## src/rtl/inst_queue_pkg.sv

```systemverilog
// Shared types for the fetch-to-decode instruction queue.
// The package keeps the pipeline-wide name pipeline_types so other stages can import it.
package pipeline_types;

    localparam int IQ_DEPTH = 8;

    typedef struct packed {
        logic [31:0] pc;
        logic [31:0] inst;
        logic        is_exception;
        logic [6:0]  exception_cause;
        logic        pre_is_branch;
        logic        pre_taken;
        logic [31:0] pre_branch_addr;
    } iq_entry_t;

endpackage

```

## src/rtl/inst_queue_iq_ram.sv

```systemverilog
// Entry storage for inst_queue: two write ports, two read ports, no reset.
// Reads are combinational so the queue head appears without a register stage.
module iq_ram
    import pipeline_types::*;
#(
    parameter int DEPTH = IQ_DEPTH,
    parameter int AW    = $clog2(DEPTH)
) (
    input  logic                 clk,
    input  logic [1:0]           we,
    input  logic [AW-1:0]        waddr0,
    input  logic [AW-1:0]        waddr1,
    input  iq_entry_t [1:0]      wdata,
    input  logic [AW-1:0]        raddr0,
    input  logic [AW-1:0]        raddr1,
    output iq_entry_t [1:0]      rdata
);

    iq_entry_t mem [DEPTH];

    always_ff @(posedge clk) begin
        if (we[0]) mem[waddr0] <= wdata[0];
        if (we[1]) mem[waddr1] <= wdata[1];
    end

    assign rdata[0] = mem[raddr0];
    assign rdata[1] = mem[raddr1];

endmodule

```

## src/rtl/inst_queue.sv

```systemverilog
// Dual-lane in-order instruction queue between fetch and decode.
// Pointers and counter live here; flush has priority over push and pop.
module inst_queue
    import pipeline_types::*;
#(
    parameter int DEPTH = IQ_DEPTH,
    parameter int CNT_W = $clog2(DEPTH) + 1
) (
    input  logic                 clk,
    input  logic                 rst,
    input  logic                 flush,
    input  logic                 pause,
    input  logic [1:0]           push_valid,
    input  iq_entry_t [1:0]      push_entry,
    output logic                 push_ready,
    input  logic [1:0]           pop_req,
    output logic [1:0]           pop_valid,
    output iq_entry_t [1:0]      pop_entry,
    output logic [CNT_W-1:0]     count
);

    localparam int AW = $clog2(DEPTH);

    logic [AW-1:0]    hd;
    logic [AW-1:0]    tl;
    logic [CNT_W-1:0] cnt;
    logic [CNT_W-1:0] free_slots;
    logic [1:0]       npush;
    logic [1:0]       npop;
    logic             pop0;
    logic             pop1;
    logic [1:0]       we;
    iq_entry_t [1:0]  rdata;

    assign free_slots = CNT_W'(DEPTH) - cnt;
    assign push_ready = (free_slots >= CNT_W'(2));

    // Lane1 alone (2'b10) is not a legal fetch pattern and is ignored.
    always_comb begin
        npush = 2'd0;
        if (push_ready) begin
            case (push_valid)
                2'b01:   npush = 2'd1;
                2'b11:   npush = 2'd2;
                default: npush = 2'd0;
            endcase
        end
    end

    assign we[0] = ~flush & (npush != 2'd0);
    assign we[1] = ~flush & (npush == 2'd2);

    assign pop_valid[0] = (cnt != '0);
    assign pop_valid[1] = (cnt >= CNT_W'(2));

    assign pop0 = pop_req[0] & pop_valid[0] & ~pause;
    assign pop1 = pop_req[1] & pop_valid[1] & pop0;
    assign npop = {1'b0, pop0} + {1'b0, pop1};

    always_ff @(posedge clk or negedge rst) begin
        if (!rst) begin
            hd  <= '0;
            tl  <= '0;
            cnt <= '0;
        end else if (flush) begin
            hd  <= '0;
            tl  <= '0;
            cnt <= '0;
        end else begin
            hd  <= hd + AW'(npop);
            tl  <= tl + AW'(npush);
            cnt <= cnt + CNT_W'(npush) - CNT_W'(npop);
        end
    end

    iq_ram #(.DEPTH(DEPTH), .AW(AW)) u_ram (
        .clk    (clk),
        .we     (we),
        .waddr0 (tl),
        .waddr1 (tl + AW'(1)),
        .wdata  (push_entry),
        .raddr0 (hd),
        .raddr1 (hd + AW'(1)),
        .rdata  (rdata)
    );

    assign pop_entry[0] = pop_valid[0] ? rdata[0] : '0;
    assign pop_entry[1] = pop_valid[1] ? rdata[1] : '0;
    assign count        = cnt;

endmodule

```

## config.mk

```make
export PLATFORM = sky130hd
export DESIGN_NAME = inst_queue
export DESIGN_NICKNAME = d
export VERILOG_FILES = /design/src/rtl/inst_queue_pkg.sv /design/src/rtl/inst_queue_iq_ram.sv /design/src/rtl/inst_queue.sv
export SDC_FILE = /design/constraint.sdc
export NUM_CORES = 2
export LEC_CHECK = 0
export BUFFER_PORTS_ARGS = -buffer_cell sky130_fd_sc_hd__buf_2
export CORE_MARGIN = 5
export CORE_UTILIZATION = 61
export CTS_CLUSTER_DIAMETER = 60
export DETAILED_ROUTE_END_ITERATION = 8
export GPL_ROUTABILITY_DRIVEN = 0
export PLACE_DENSITY_LB_ADDON = 0.25
export SYNTH_ARGS = -nofsm -noshare
export SYNTH_HDL_FRONTEND = slang
export SYNTH_SLANG_ARGS = --single-unit
export TNS_END_PERCENT = 100
```

## constraint.sdc

```tcl
create_clock -name clk -period 8.4 [get_ports clk]
set_input_delay 0.84 -clock clk [delete_from_list [all_inputs] [get_ports clk]]
set_output_delay 0.84 -clock clk [all_outputs]
set_load 0.1 [all_outputs]
```

======== After elaboration in Yosys (flattened, before gate mapping) ========
Memories as Yosys holds them, arrays and structs flattened.
Index checks and enable logic that the tools add are counted.
word-level totals
  output and inout port bits .............. 219
  register bits after elaboration ......... 10
  memories ................................ 1
  memory bits (writable) .................. 848
  logic and storage cells ................. 38
cells by class
  order comparisons ....................... 2
  mux-type cells .......................... 11
  bitwise gates (word level) .............. 8
  eq/ne operators ......................... 3
  reduce and logical (&&, ||, !) cells .... 2
  add/sub/neg operators ................... 8
memories
  name       depth  width  rd ports  clocked after memory_dff  write ports  line                     RTL
  u_ram.mem  8      106    2         0                         2            inst_queue_iq_ram.sv:19  iq_entry_t mem [DEPTH];
operators by type and width
  cell                                                                    number
  106-bit two-way mux                                                     2
  4-bit by 2-bit >= comparator with 1-bit output (second input constant)  2
  3-bit by 1-bit adder with 3-bit output (second input constant)          2
  3-bit by 2-bit adder with 3-bit output                                  2
  1-bit AND                                                               6
  3-bit two-way mux                                                       2
  4-bit by 2-bit adder with 4-bit output                                  1
  2-bit equality test (second input constant)                             2
  1-bit two-way mux                                                       4
  4-bit two-way mux                                                       1
  2-bit case mux with 2 select lines                                      1
  4-bit nonzero test                                                      1
  4-bit by 2-bit subtractor with 4-bit output                             1
  4-bit subtractor (first input constant)                                 1
  1-bit by 1-bit adder with 2-bit output                                  1
  2-bit by 1-bit equality test with 1-bit output (second input constant)  1
  2-bit two-way mux                                                       1
  1-bit inverter                                                          2
  2-bit nonzero test                                                      1

======== Logic depth before layout (Yosys ltp) ========
  word-level depth ........................ 7
  mapped depth ............................ 16
  gate-level depth less buffers ........... 14

======== By module ========
A second synthesis with hierarchy kept.
second synthesis, totals
  cells, all modules ...................... 2880
  area total of the unflattened synthesis .. 50385.8 sq um
modules (own cells, without submodules)
  module      area an instance (sq um)  cells an instance  instances
  iq_ram      48195.0                   2569               1
  inst_queue  2190.9                    311                1

======== Least setup slack after synthesis ========
Ideal clock, no wire load.
  kind .................................... reg-to-reg
  from .................................... reg cnt[1], in the netlist count[1]
  to ...................................... mem u_ram.mem[1][0] (netlist bit) (enable)
  cell stages (with the launch flop) ...... 9
  arrival time ............................ 7.584 ns
  slack ................................... 0.210 ns
  data required time ...................... 7.795 ns
  path buffers ............................ 2
  path through ............................ dfrtp_1 -> inv_1 -> ha_1 -> nor2b_1 -> o2111ai_2 -> buf_6 -> nand2b_1 -> clkbuf_1 -> a21oi_1
RTL lines
  element                   line                     RTL
  start: declaration        inst_queue.sv:26         logic [CNT_W-1:0] cnt;
  start signal: assignment  inst_queue.sv:72         cnt <= cnt + CNT_W'(npush) - CNT_W'(npop);
  end: declaration          inst_queue_iq_ram.sv:19

==> impl_metrics.yaml <==
status:
  run_status: "complete, no violations"
worst_setup_path:
  timing.critical_path.slowest_cell_delay_ns: 0.94
  regToRegSetupSlack_ns: 4.30
  r2r_cells: 6
  criticalPathCategory: "flip-flop to output pin"
  critical_path_end_type: "output pin"
  critical-path-slowest-cell: "ha_4"
  timing.rr.start: "tl[0]"
  rr_endpoint: "u_ram.mem[4][37]"
  critical_path.cell_chain: "buf_12, ha_4, buf_4, mux4_2, nand2_1, a21oi_1, buf_2"
  worst_path_required_time_ns: 7.56
  worstPathArrival_ns: 5.04
  max_fanout_on_critical_path: 120
  start_kind: "flip-flop"
route:
  vias_per_cell: 6.976
  drc_errors: 0
  ant_nets: 0
  drt_iter0_markers: 3290
  wire_per_inst_um: 31.98
  drt-pass1-iter-count: 5
  detailroute.via_count: 31750
  wl_um: 145500
floorplanning:
  design.die.area_mm2: 0.08882
  floorplan.initialDensity: 0.6153
  ioPinCount: 439
  die_h_um: 298.0
  floorplan.die.width_um: 298.0
  coreArea_mm2: 0.08224
  placement_rows: 105
yosys:
  total_of_warnings_raised_by_yosys: 0
  netlist_area_mm2: 0.05060
  ys_seq_elements: 858
  synth_top_cell_area_share: 0.5032
  most_instantiated_cells_after_synthesis: "edfxtp_1, mux2_2, mux4_2, mux2_4, nand2_1"
  synth_fp_nets: 3252
  synth.avg_cell_area_um2: 16.78
  ys_seq_area_frac: 0.5082
  synth.distinct_cells: 37
  synthTopCellsByArea: "edfxtp_1, mux4_2, mux2_2"
  syn-instance-count: 3016
  number_of_enable_type_register_cells_in_the_synthesized_netlist: 848
  synth-async-reset-ratio: 0.01166
  yosys_most_used_dff: "edfxtp_1"
  yosys.area.top_type: "edfxtp_1"
  synth.most_common_cell: "edfxtp_1"
cells_and_area:
  post_route_cells_drive_above_1_share: 0.5611
  fill_cells: 5438
  num-nets-final: 3590
  area_growth_pct: 12.34
global_routing:
  grt_antenna_before_repair: 54
  grt_max_degree: 142
  globalRoute.totalOverflow: 0
  grt_pass1_vias: 33430
  global_route_wire_length_before_repair_um: 216200
  groute.usage.overall: 0.3228
clock_network:
  post-cts-setup-buffers: 0
  cts_max_level: 3
  tritoncts_clock_tree: "done"
  cts_sink_count: 858
  cts-resized-gates: 0
  cts_made_buffers: 96
  clk_pin_slew_worst_paths_ns: 0.06
  ctsRootBufferMaster: "clkbuf_16"
  cts-hold-fix-buffers: 0
  ctsLongestPathBuffers: 3
  worstSkewPairLatency_ns: 0.67
sta:
  final_hold_viol_count: 0
  final-max-slew-violation-count: 0
  skew_ns: 0.02107
  final-setup-viol-count: 0
  grt_setup_unrepaired: "false"
  fmax_mhz: 169.9
  finalCritPeriodShare: 0.7006
  slew-limit-headroom: 0.1498
  tightest_slew_ns: 1.272
  final_period_minus_worst_setup_slack_ns: 5.885
  tns_setup_ns: 0
pwr:
  worst_ir_drop_vdd_mv: 0.5130
  power.static_leakage_nw: 19.99
  post-layout-total-power_w: 0.01951
  power.density_mw_per_mm2: 343.1
worst_hold_path:
  min-delay-path-class: "input port to asynchronous set/reset pin"
placed_design:
  place.detailed.hpwl_um: 80540
  port_buffers: 438
job:
  max_cap_viol_count: 0
routing by layer:
metal	track usage	up-vias	wire [µm]	share of wire
li1	-	12990	-	-
met1	0.4102	16510	52480	0.36
met2	0.5465	1853	73660	0.51
met3	0.06043	362	12780	0.088
met4	0.1452	28	6437	0.044
met5	0	-	179	0.0012
area by class of cell:
type / count / area [µm²] / share of cell area
Antenna cell: 45 / 112.6 / 0.001981
Multi-Input combinational cell: 1895 / 23690 / 0.4167
Clock buffer: 116 / 2529 / 0.04448
Inverter: 14 / 52.55 / 0.0009244
Timing Repair Buffer: 489 / 2688 / 0.04728
Sequential cell: 858 / 25730 / 0.4525
Clock inverter: 64 / 711.9 / 0.01252
Tap cell: 1070 / 1339 / 0.02355
through the flow:
stage          area, µm²  setup slack (ns)  utilization  hold slack [ns]  instances
6_report           56850             2.515       0.6912          0.04576       4551
5_1_grt            56810             2.085       0.6908          0.03424       4537
4_1_cts            56740             2.423       0.6899          0.02627       4506
3_5_place_dp       53500             3.145       0.6505           0.7168       4326
3_3_place_gp       53500             3.235       0.6505           0.6983       4326
2_1_floorplan      50600            0.2102            -           0.5444       3016
critical path: cells and delay by family (launching register included):
kind / cells / cell delay (ns)
simple gates: 1 / 0.07
flops: 1 / 0.42
mux: 1 / 0.37
compound gates: 1 / 0.41
buf+inv: 3 / 2.08
fa+ha+maj: 1 / 0.94
worst max path at each step:
stage                  start         endpoint  slack, ns
floorplan           count[1]  u_ram.mem[1][0]       0.21
global placement       hd[1]   pop_entry[168]       3.24
detailed placement     hd[0]   pop_entry[194]       3.15
CTS                    hd[0]   pop_entry[194]       2.42
global route           hd[0]   pop_entry[194]       2.08
finish                 hd[1]   pop_entry[168]       2.52
placed cells by master, fill, tap and decap left out, types with 7 or more instances in the layout:
| master | instances |
|---|---|
| a21oi_1 | 111 |
| buf_12 | 9 |
| buf_2 | 438 |
| buf_4 | 42 |
| bufinv_16 | 14 |
| clkbuf_1 | 16 |
| clkbuf_16 | 97 |
| clkinv_1 | 22 |
| clkinv_2 | 15 |
| dfrtp_1 | 7 |
| diode_2 | 45 |
| edfxtp_1 | 848 |
| ha_1 | 11 |
| inv_1 | 14 |
| mux2_2 | 608 |
| mux2_4 | 240 |
| mux2i_1 | 106 |
| mux4_2 | 424 |
| nand2_1 | 216 |
| nand3_4 | 8 |
| nor2_1 | 118 |
| nor2b_1 | 7 |
report_power, final:
part           leakage (nW)  internal, W  switching [W]
clock network          1.57      0.00258        0.00178
logic                  10.6      0.00225        0.00758
registers              7.80      0.00513       0.000189
state kept, by name, summed over array words and instances, names as in the netlist:
signal / cells
tl: 3
u_ram.mem: 848
hd: 3
count: 4
logic make-up (layout without fill, tap and decap cells):
group | count (synthesis) | after routing | synth area share
xor+xnor | 8 | 8 | 0.001385
buf+inv | 263 | 683 | 0.02646
flops | 858 | 858 | 0.5082
compound gates | 119 | 119 | 0.01202
mux | 1378 | 1378 | 0.4162
other cells | 0 | 45 | 0
fa+ha+maj | 16 | 16 | 0.004549
simple gates | 374 | 374 | 0.03125
Note: power is estimated with default switching activity, not from simulation.
